**config.mk**
```make
export PLATFORM = sky130hd
export DESIGN_NAME = pc_fetch_controller
export DESIGN_NICKNAME = d
export VERILOG_FILES = /design/src/rtl/pc_fetch_controller.sv
export SDC_FILE = /design/constraint.sdc
export NUM_CORES = 1
export LEC_CHECK = 0
export BUFFER_PORTS_ARGS = -buffer_cell sky130_fd_sc_hd__buf_2
export CORE_MARGIN = 3
export CORE_UTILIZATION = 30
export CTS_CLUSTER_SIZE = 28
export DETAILED_ROUTE_END_ITERATION = 10
export GPL_ROUTABILITY_DRIVEN = 1
export SYNTH_ARGS = -nofsm -noshare
export SYNTH_HDL_FRONTEND = slang
export SYNTH_SLANG_ARGS = --single-unit
export TNS_END_PERCENT = 30
```
**constraint.sdc**
```tcl
create_clock -name clk -period 10.3 [get_ports clk]
set_input_delay 2.575 -clock clk [delete_from_list [all_inputs] [get_ports clk]]
set_output_delay 2.575 -clock clk [all_outputs]
set_load 0.05 [all_outputs]
```
**src/rtl/pc_fetch_controller.sv**
```systemverilog
// pc_fetch_controller
//   Sequences the program counter and the instruction-memory fetch in the IF stage.
//   Every cycle it chooses the next PC: sequential, branch redirect or hold.
//   It also runs the fetch handshake with instruction memory.
//   It tells IF/ID whether this cycle's word is valid or must be squashed.
//
// Ports
//   clk            rising-edge clock
//   reset          asynchronous active-low reset (0 = in reset)
//   pc_current     present value of the external PC register
//   pc_next        value to load into the PC register
//   pc_write       PC register load enable
//   imem_req       fetch request to instruction memory
//   imem_addr      fetch address
//   imem_ready     instruction word valid / request accepted this cycle
//   stall          hazard unit: hold PC, do not deliver the fetched word
//   branch_taken   EX stage redirect pulse
//   branch_target  redirect address
//   if_valid       fetched word goes into IF/ID this cycle
//   if_flush       squash IF/ID contents this cycle
//   state_o        debug view of the FSM: BOOT=0, FETCH=1, WAIT=2
//
// Handshake: a fetch is in progress whenever imem_req=1. It completes in the
// cycle that imem_ready=1. Until then imem_addr is held constant. The request
// is never withdrawn except by reset, and memory must tolerate that abandoned
// request.
module pc_fetch_controller #(
  parameter int              XLEN         = 64,
  parameter int              INSTR_BYTES  = 4,
  parameter logic [XLEN-1:0] RESET_VECTOR = '0,
  parameter int              BOOT_CYCLES  = 2
) (
  input  logic            clk,
  input  logic            reset,
  input  logic [XLEN-1:0] pc_current,
  output logic [XLEN-1:0] pc_next,
  output logic            pc_write,
  output logic            imem_req,
  output logic [XLEN-1:0] imem_addr,
  input  logic            imem_ready,
  input  logic            stall,
  input  logic            branch_taken,
  input  logic [XLEN-1:0] branch_target,
  output logic            if_valid,
  output logic            if_flush,
  output logic [1:0]      state_o
);

  localparam logic [1:0] ST_BOOT  = 2'd0;
  localparam logic [1:0] ST_FETCH = 2'd1;
  localparam logic [1:0] ST_WAIT  = 2'd2;

  localparam int              CNT_W     = (BOOT_CYCLES > 1) ? $clog2(BOOT_CYCLES) : 1;
  localparam logic [CNT_W-1:0] BOOT_LAST = CNT_W'(BOOT_CYCLES - 1);
  localparam logic [XLEN-1:0]  STEP      = XLEN'(INSTR_BYTES);

  logic [1:0]      state, state_nxt;
  logic [CNT_W-1:0] boot_cnt, boot_cnt_nxt;
  logic            pend_valid, pend_valid_nxt;
  logic [XLEN-1:0] pend_target, pend_target_nxt;
  logic [XLEN-1:0] req_addr, req_addr_nxt;

  assign state_o = state;

  always_comb begin
    state_nxt       = state;
    boot_cnt_nxt    = boot_cnt;
    pend_valid_nxt  = pend_valid;
    pend_target_nxt = pend_target;
    req_addr_nxt    = req_addr;
    pc_next         = RESET_VECTOR;
    pc_write        = 1'b0;
    imem_req        = 1'b0;
    imem_addr       = '0;
    if_valid        = 1'b0;
    if_flush        = 1'b0;

    // While reset is low, the state is already BOOT. The gate also masks
    // the boot pulse in that case, because with BOOT_CYCLES=1 the boot
    // pulse would otherwise be active during reset.
    if (reset) begin
      case (state)
        ST_BOOT: begin
          boot_cnt_nxt = boot_cnt + CNT_W'(1);
          if (boot_cnt == BOOT_LAST) begin
            pc_write  = 1'b1;
            pc_next   = RESET_VECTOR;
            state_nxt = ST_FETCH;
          end
        end

        ST_FETCH: begin
          imem_req  = 1'b1;
          imem_addr = pc_current;
          if (imem_ready) begin
            if (branch_taken) begin
              pc_next  = branch_target;
              pc_write = 1'b1;
              if_flush = 1'b1;
            end else if (!stall) begin
              pc_next  = pc_current + STEP;
              pc_write = 1'b1;
              if_valid = 1'b1;
            end
            // Stall: the PC is held, so the same address is refetched.
          end else begin
            req_addr_nxt = pc_current;
            state_nxt    = ST_WAIT;
            if (branch_taken) begin
              pend_valid_nxt  = 1'b1;
              pend_target_nxt = branch_target;
            end
          end
        end

        ST_WAIT: begin
          imem_req  = 1'b1;
          imem_addr = req_addr;
          if (!imem_ready) begin
            // If several redirects arrive during one wait, the latest one is used.
            if (branch_taken) begin
              pend_valid_nxt  = 1'b1;
              pend_target_nxt = branch_target;
            end
          end else begin
            state_nxt      = ST_FETCH;
            pend_valid_nxt = 1'b0;
            if (branch_taken || pend_valid) begin
              pc_next  = branch_taken ? branch_target : pend_target;
              pc_write = 1'b1;
              if_flush = 1'b1;
            end else if (!stall) begin
              pc_next  = req_addr + STEP;
              pc_write = 1'b1;
              if_valid = 1'b1;
            end
          end
        end

        default: state_nxt = ST_BOOT;
      endcase
    end
  end

  always_ff @(posedge clk or negedge reset) begin
    if (!reset) begin
      state       <= ST_BOOT;
      boot_cnt    <= '0;
      pend_valid  <= 1'b0;
      pend_target <= '0;
      req_addr    <= '0;
    end else begin
      state       <= state_nxt;
      boot_cnt    <= boot_cnt_nxt;
      pend_valid  <= pend_valid_nxt;
      pend_target <= pend_target_nxt;
      req_addr    <= req_addr_nxt;
    end
  end

endmodule

```
==> metrics.txt, run 1 <==
Startpoint Class=primary input; crit-path max FO=44; status=finished clean; port bufs=approximately 270; layout cells sized above 1=33.4%; FF+latch count, synth=132; Sink Count=roughly 130; Final Hold Fails=0; Psw=between 1 and 1.5 mW; Max-Cap Viols=0; final-stage net count=~1.5k; syn avg cell area=8.79 um^2; ys flop type=dfrtp_1; minimum clock period=8350 ps; initial drt markers=between 1k and 1.5k; htree depth=4; Commonest cells post-synth=dfrtp_1, nor2_1, mux2_2; Tot Pwr=3.20 mW; post-CTS repair timing setup buffer count=0; chip width=190 um; count of cell types in the netlist=72; Pins Over Slew Limit=0; Detailed Routing Iterations Pass 1=5; combinational power share=approximately 46%; placed cell count=1799; Initial Util=30.8%; Clock power frac=21.2%; Hold Crit Class=register to register; critical path class=primary input to output pin; critical path's largest stage delay=760 ps; cell taking the most area after synthesis=dfrtp_1; Seq/Total Area, Yosys=32.6%; Placement Rows=between 60 and 70; Ys Warns=0; Least-Margin Pin Slew=1150 ps; Via density=approximately 5.8; slowest CP cell=nand2_2; Core Region=0.0329 mm^2; Post-synth EDFFs=0; Area Growth Syn to Fin=23.6%; DRC Markers=0; Internal=1.72 mW; Setup-failing EPs final=0; Final Wtd Congestion=0.845; initial antenna violation count=5; via count=10.6k; die height=190 um; Post-Syn Area=0.0101 mm^2; final WL=41.0 mm; share of power burned in registers=33.2%; sw frac=about 46%; Post-DRT Antenna Nets=0; met3 usage in global routing=4.27%; Num CTS Buffers=17; first-pass GRT wire length=62.1 mm; worst skew pair latency=approximately 440 ps; fmax=0.120 GHz; worst path required time=7730 ps; CTS Root Cell=clkbuf_16; post-cts sizing count=0; RSZ-0062 raised after global routing=no; GRT overflow=0; largest net degree at the start of global routing=75; TNS Setup=0 ps; Critical Path Sink Type=output pin; Mapped Cells=1153; final instance area=0.0125 mm^2; met2 usage in global routing=34.8%; critical-path cell list=buf_6, nand2_2, clkinv_1, nand3_1, nor2_1, buf_4, a222oi_1, o21ai_0, buf_2; CTS tree=done; CTS hold repair buffers=0; IO Count=267; number of global-route vias before repair=10.2k; Post-DP HPWL=a little under 30 mm; fin crit share=81.1%; Worst Path Buf+Inv=4; Post-Place Cell Area=0.0119 mm^2; total die area=0.0360 mm^2; most common cell in the netlist=dfrtp_1; clk slew on worst S/H paths=60 ps; Bufs on Longest Clock Path=2; WL/cell=22.4 um; GR peak layer=met2; Cell Count, Final, Fillers Out=approximately 1.8k; Synth async-reset ratio=100%; Slew headroom=between 20% and 30%; aggregate global-route resource usage=22.2%; syn nets=1292; GR Util met1=30.7%; peak supply drop=between 0.0001 and 0.00015 V; top cell type's share of synthesized area=32.6%; Worst EP arrival=about 5800 ps; PwrDens=255 mW/mm^2; largest delay contributor family on the critical path=simple AND/OR/NAND/NOR gates; largest cells by area after synthesis=dfrtp_1, mux2_2, a22oi_1, xnor2_1, nor2_1; leakage power=5.24 nW; Clock Skews=12.3 ps
==> stage by stage <==
stage	setup WS, ps	utilization, %	hold slack [ps]
after floorplan	2750	-	461
after global placement	1990	36.1	482
after detailed placement	1970	36.1	489
after CTS	1960	38.0	502
after global routing	1690	38.0	516
final	1950	38.0	500
==> cell type report <==
type,instances,area [um^2]
multi-input cells,913,6450
repair buffers,286,1490
diodes,4,10.0
fillers,3408,20400
inverters,26,97.6
flip-flops and latches,132,3300
clock buffers,19,453
clock inverters,13,180
well taps,442,553
==> kinds of logic after synthesis <==
| family | synth area share, % |
|---|---|
| and+or+nand+nor | 20.8 |
| muxes | 12.9 |
| AOI/OAI and AO/OA | 20.3 |
| xor gates and xnor gates | 8.55 |
| buffers and inverters | 4.13 |
| adders and majority gates | 0.741 |
| DFF | 32.6 |
==> path summary, 6_finish.rpt <==
path	startpoint	to	slack, ps	depth (start not counted)
worst max-delay path	reset	pc_next[18]	1950	9
worst min-delay path	boot_cnt	boot_cnt	500	1
worst max register to register	state_o[0]	pend_target[7]	6560	6
worst min register to register	boot_cnt	boot_cnt	500	1
max in group asynchronous	reset	pend_target[43]	6400	3
min in group asynchronous	reset	pend_valid	2060	1
==> state kept, by name, indices dropped and copies added, names as in the netlist <==
register	flops
pend_target	64
req_addr	64
state_o	2
boot_cnt	1
pend_valid	1
==> cells in the final DEF (no fill, tap or decap), types with 28 or more instances in the layout <==
master	synthesis	routed
dfrtp_1	132	132
o21ai_0	55	55
xnor2_1	64	64
nand4_1	28	28
xor2_1	35	35
nand2_1	78	76
a22oi_1	102	102
buf_2	11	265
nand3_1	58	57
mux2_2	115	115
nor3_1	38	36
nor2_1	116	116
==> power groups by stage <==
stage / clock network (mW) / logic, mW / registers [mW]
2_1_floorplan: 0 / 1.10 / 0.987
3_3_place_gp: 0 / 1.44 / 1.05
3_5_place_dp: 0 / 1.45 / 1.06
4_1_cts: 0.692 / 1.46 / 1.05
5_1_grt: 0.712 / 1.57 / 1.10
6_report: 0.678 / 1.46 / 1.06
==> layer usage <==
layer,share of wire [%],wire (um)
met4,2.0,812
met1,44,18200
met5,0.044,18
met3,7.1,2900
met2,47,19100
Power figures use the tool's default switching activity.
==> inputs of run 2 (changes only) <==
Clock period 10.3 ns to 7.07 ns, I/O delays scaled along.
==> run 2 against run 1 <==
Effect of this change: global-route usage is 0.36 points lower; sequential cell count stayed put; register-to-register slack worse by 2900 ps; largest cell class unchanged.
==> metrics.txt, run 2 (synthesis results as in run 1) <==
Least-Margin Pin Slew=1010 ps (-140 ps); Worst Hold Launch=boot_cnt; Sink Count=132 (unchanged); Post-DRT Antenna Nets=0 (unchanged); sw frac=47.5% (+1.3 points); Post-DP HPWL=29.4 mm (-0.21%); post-CTS repair timing setup buffer count=0 (unchanged); CTS Root Cell=clkbuf_16; aggregate global-route resource usage=21.9% (-0.36 points); final-stage net count=1523 (+0.53%); critical path class=primary input to output pin; Clock Skews=12.9 ps (+0.589 ps); largest net degree at the start of global routing=82 (+9.3%); WHS=498 ps (-1.57 ps); Final Wtd Congestion=0.871 (+3.1%); die height=190 um (unchanged); DRC Markers=0 (unchanged); Max-Cap Viols=0 (unchanged); peak supply drop=0.000184 V (+45%); RSZ-0062 raised after global routing=no; initial drt markers=903 (-13%); TNS Setup=0 ps (unchanged); via count=10.5k (-0.35%); clk slew on worst S/H paths=60 ps (about the same); Area Growth Syn to Fin=23.5%; Slew headroom=32.6% (+9.3 points); post-route core utilization=38.0% (-0.042 points); Pins Over Slew Limit=0 (unchanged); crit-path max FO=11 (-75%); worst path required time=5300 ps (-2430 ps); number of global-route vias before repair=10.3k (+0.94%); placed cell count=1807 (+0.44%); Setup-failing EPs final=0 (unchanged); R2R Path End=req_addr[10]; post-cts sizing count=0 (unchanged); total die area=0.0360 mm^2 (unchanged); worst skew pair latency=450 ps (about the same); Post-Place Cell Area=0.0119 mm^2 (+0.51%); Detailed Routing Iterations Pass 1=6 (+1); chip width=190 um (unchanged); most common cell after layout, fill and taps aside=buf_2; minimum clock period=6120 ps; worst r2r src=state_o[1]; Internal=2.39 mW (+39%); Via density=5.73 (-0.73%); Startpoint Class=primary input; Clock power frac=19.5% (-1.7 points); Core Region=0.0329 mm^2 (unchanged); share of power burned in registers=34.5% (+1.3 points); PwrDens=364 mW/mm^2 (+43%); Placement Rows=66 (unchanged); GRT overflow=0 (unchanged); Initial Util=30.8% (unchanged); first-pass GRT wire length=61.4 mm (-0.99%); status=finished clean; most frequent cells in the layout=buf_2, dfrtp_1, nor2_1, mux2_2, a22oi_1; IO Count=267 (unchanged); Hold Crit Depth=1 (unchanged); Psw=2.17 mW (+47%); Bufs on Longest Clock Path=2 (unchanged); Reg2Reg Depth=6 (unchanged); Critical Path Sink Type=output pin; initial antenna violation count=7 (+2); final instance area=0.0125 mm^2 (-0.11%); setup slack, reg-to-reg=3680 ps (-2880 ps); fin crit share=86.5%; combinational power share=46.0% (+0.4 points); Worst EP arrival=4350 ps (-1430 ps); destination of the worst hold path=boot_cnt; fmax=about 0.16 GHz; leakage power=5.23 nW (about the same); CTS tree=done; Fillers=3410 (+0.059%); WL/cell=22.1 um (-0.93%); layout cells sized above 1=33.7% (+0.31 points); Cell Count, Final, Fillers Out=1842 (+0.38%); Num CTS Buffers=17 (unchanged); Final Hold Fails=0 (unchanged); port bufs=266 (unchanged); htree depth=4 (unchanged); final WL=40.8 mm (-0.56%); Hold Crit Class=register to register; CTS hold repair buffers=0 (unchanged)
## run 2: changes by cell type in the layout (fill, tap and decap cells not counted)
cell,previous run,this run
clkinv_2,4,2
bufinv_16,4,1
inv_6,1,2
buf_4,20,28
clkbuf_1,0,1
clkinv_4,1,6
clkbuf_8,2,0
diode_2,4,3
## run 2: per-layer routing
metal	routed length (um)	GRT usage [%]	vias up
met5	34	0	-
met4	936	7.71	6
met1	18000	29.6	5224
met3	2860	4.59	65
met2	19000	34.7	431
li1	-	-	4822
## run 2: layout make-up
cell class	instances	area, um^2	share of cell area [%]
diodes	3	7.51	0.0600
clock buffers	18	429	3.43
clock inverters	14	133	1.06
inverters	26	97.6	0.780
multi-input cells	913	6450	51.5
flip-flops and latches	132	3300	26.4
well taps	442	553	4.42
repair buffers	294	1550	12.4
## run 2: critical path, cell delays in order
cell	delay (ps)
buf_2	140
ha_1	190
and3_1	280
and2_1	370
nand4_1	510
nor4_1	390
o21ai_0	120
a31oi_1	260
buf_2	320
## run 2: per-stage QoR
stage	setup slack, ps	total power [mW]
3_3_place_gp	973	3.62
5_1_grt	772	4.82
4_1_cts	968	4.56
2_1_floorplan	1140	3.04
3_5_place_dp	968	3.66
6_report	953	4.56
## run 2: how the worst max path moves through the flow
| stage | end | startpoint | slack (ps) |
|---|---|---|---|
| 6_report | pc_next[42] | pc_current[2] | 950 |
| 5_1_grt | pc_next[32] | pc_current[2] | 770 |
| 4_1_cts | pc_next[42] | pc_current[2] | 970 |
| 3_5_place_dp | pc_next[42] | pc_current[2] | 970 |
| 3_3_place_gp | pc_next[62] | reset | 970 |
| 2_1_floorplan | pc_next[30] | pc_current[2] | 1140 |
## run 2: power groups by stage
stage               registers [mW]  logic [mW]  clock network [mW]
floorplan                     1.44        1.60                   0
global placement              1.55        2.07                   0
detailed placement            1.57        2.09                   0
CTS                           1.56        2.10               0.903
global route                  1.62        2.27               0.933
finish                        1.57        2.10               0.890
==> inputs of run 3 (changes only) <==
Settings changed: CTS_BUF_LIST set to sky130_fd_sc_hd__clkbuf_16.
==> run 3 against run 2 <==
Effect of this change: utilization barely moved; via count barely moved; setup slack improved by 2.3 ps; first-iteration DRC count rose by 0.22%; register-to-register slack improved by 20 ps; cell count barely moved; critical endpoint unchanged; largest power group unchanged; highest routed layer unchanged.
==> metrics.txt, run 3 (synthesis results as in run 1) <==
IO Count=267 (unchanged); fmax=0.164 GHz (about the same); Pins Over Slew Limit=0 (unchanged); critical path's largest stage delay=510 ps (about the same); Placement Setup Slack=968 ps (unchanged); initial antenna violation count=7 (unchanged); Max-Cap Viols=0 (unchanged); Placement Rows=66 (unchanged); Hold Crit Class=register to register; die height=190 um (unchanged); worst path required time=5300 ps (about the same); clk slew on worst S/H paths=60 ps (about the same); Critical Path Sink Type=output pin; PwrDens=364 mW/mm^2 (about the same); CTS Root Cell=clkbuf_16; Final Wtd Congestion=0.871 (unchanged); slowest CP cell=nand4_1; post-cts sizing count=0 (unchanged); WHS=498 ps (+0.0390 ps); Num CTS Buffers=17 (unchanged); setup ws final=955 ps (+2.32 ps); Clock Skews=9.57 ps (-3.36 ps); Setup crit end=pc_next[42]; CTS tree=done; largest net degree at the start of global routing=82 (unchanged); Post-Place Cell Area=0.0119 mm^2 (unchanged); Final Hold Fails=0 (unchanged); met3 usage in global routing=4.59% (unchanged); via count=10.6k (+0.066%); WL/cell=22.1 um (about the same); largest delay contributor family on the critical path=simple AND/OR/NAND/NOR gates; Reg2Reg Depth=6 (unchanged); htree depth=4 (unchanged); CTS hold repair buffers=0 (unchanged); aggregate global-route resource usage=21.9% (unchanged); Worst EP arrival=4350 ps (about the same); minimum clock period=6110 ps (-2.32 ps); Least-Margin Pin Slew=1010 ps (-5.67 ps); status=finished clean; Post-DP HPWL=29.4 mm (unchanged); Bufs on Longest Clock Path=2 (unchanged); R2R Path End=req_addr[10]; total die area=0.0360 mm^2 (unchanged); Detailed Routing Iterations Pass 1=6 (unchanged); Slew headroom=33.0% (+0.38 points); post-CTS repair timing setup buffer count=0 (unchanged); Setup-failing EPs final=0 (unchanged); critical-path cell list=buf_2, ha_1, and3_1, and2_1, nand4_1, nor4_1, o21ai_0, a31oi_1, buf_2; TNS Setup=0 ps (unchanged); RSZ-0062 raised after global routing=no; port bufs=266 (unchanged); initial drt markers=905 (+0.22%); most frequent cells in the layout=buf_2, dfrtp_1, nor2_1, mux2_2, a22oi_1; most common cell after layout, fill and taps aside=buf_2; post-route core utilization=38.0% (about the same); fin crit share=86.5% (about the same); Worst Path Buf+Inv=2 (unchanged); GRT overflow=0 (unchanged); final WL=40.8 mm (about the same); chip width=190 um (unchanged); setup slack, reg-to-reg=3700 ps (+20 ps); Sink Count=132 (unchanged); GR peak layer=met2; Post-DRT Antenna Nets=0 (unchanged); GR Util met1=29.6% (unchanged); critical path class=primary input to output pin; DRC Markers=0 (unchanged); first-pass GRT wire length=61.4 mm (unchanged); met2 usage in global routing=34.7% (unchanged); worst skew pair latency=440 ps (about the same); Core Region=0.0329 mm^2 (unchanged); Crit path top cell by count=buf_2; leakage power=5.24 nW (about the same); worst r2r src=state_o[1]; crit-path max FO=11 (unchanged); Via density=5.73 (about the same); WP depth=9 (unchanged); peak supply drop=0.000184 V (-0.17%); final-stage net count=1523 (unchanged); CP startpoint=pc_current[2]; Initial Util=30.8% (unchanged); final instance area=0.0125 mm^2 (about the same); layout cells sized above 1=33.7% (unchanged); Startpoint Class=primary input; Area Growth Syn to Fin=23.5% (about the same); number of global-route vias before repair=10.3k (unchanged)
==> run 3: changes by cell type in the layout (fill, tap and decap cells not counted) <==
| cell | before | now |
|---|---|---|
| clkbuf_1 | 1 | 0 |
| inv_1 | 25 | 26 |
| diode_2 | 3 | 4 |
==> run 3: worst min path at each step <==
| stage | startpoint | endpoint | depth (start not counted) |
|---|---|---|---|
| 3_5_place_dp | boot_cnt | boot_cnt | 1 |
| 6_report | boot_cnt | boot_cnt | 1 |
| 3_3_place_gp | boot_cnt | boot_cnt | 1 |
| 5_1_grt | pend_target[40] | pend_target[40] | 1 |
| 2_1_floorplan | boot_cnt | boot_cnt | 1 |
| 4_1_cts | boot_cnt | boot_cnt | 1 |
==> run 3: layout make-up <==
type / count / area, um^2
clock buffers: 17 / 425
diodes: 4 / 10.0
multi-input cells: 913 / 6450
repair buffers: 294 / 1550
fillers: 3409 / 20400
clock inverters: 15 / 136
inverters: 26 / 97.6
flip-flops and latches: 132 / 3300
well taps: 442 / 553
==> run 3: metal layers <==
metal | vias up | wire [um]
met3 | 73 | 2850
met4 | 6 | 998
met1 | 5230 | 18000
met2 | 424 | 19000
li1 | 4822 | -
met5 | - | 34
==> run 3: stage by stage <==
step,power (mW),cells
floorplan,3.04,1153
global placement,3.62,1807
detailed placement,3.66,1807
CTS,4.56,1839
global route,4.82,1842
finish,4.56,1843
==> run 3: report_power, final <==
group | switching, mW | internal [mW]
clock network | 0.403 | 0.486
registers | 0.439 | 1.13
logic | 1.33 | 0.772
total | 2.17 | 2.39
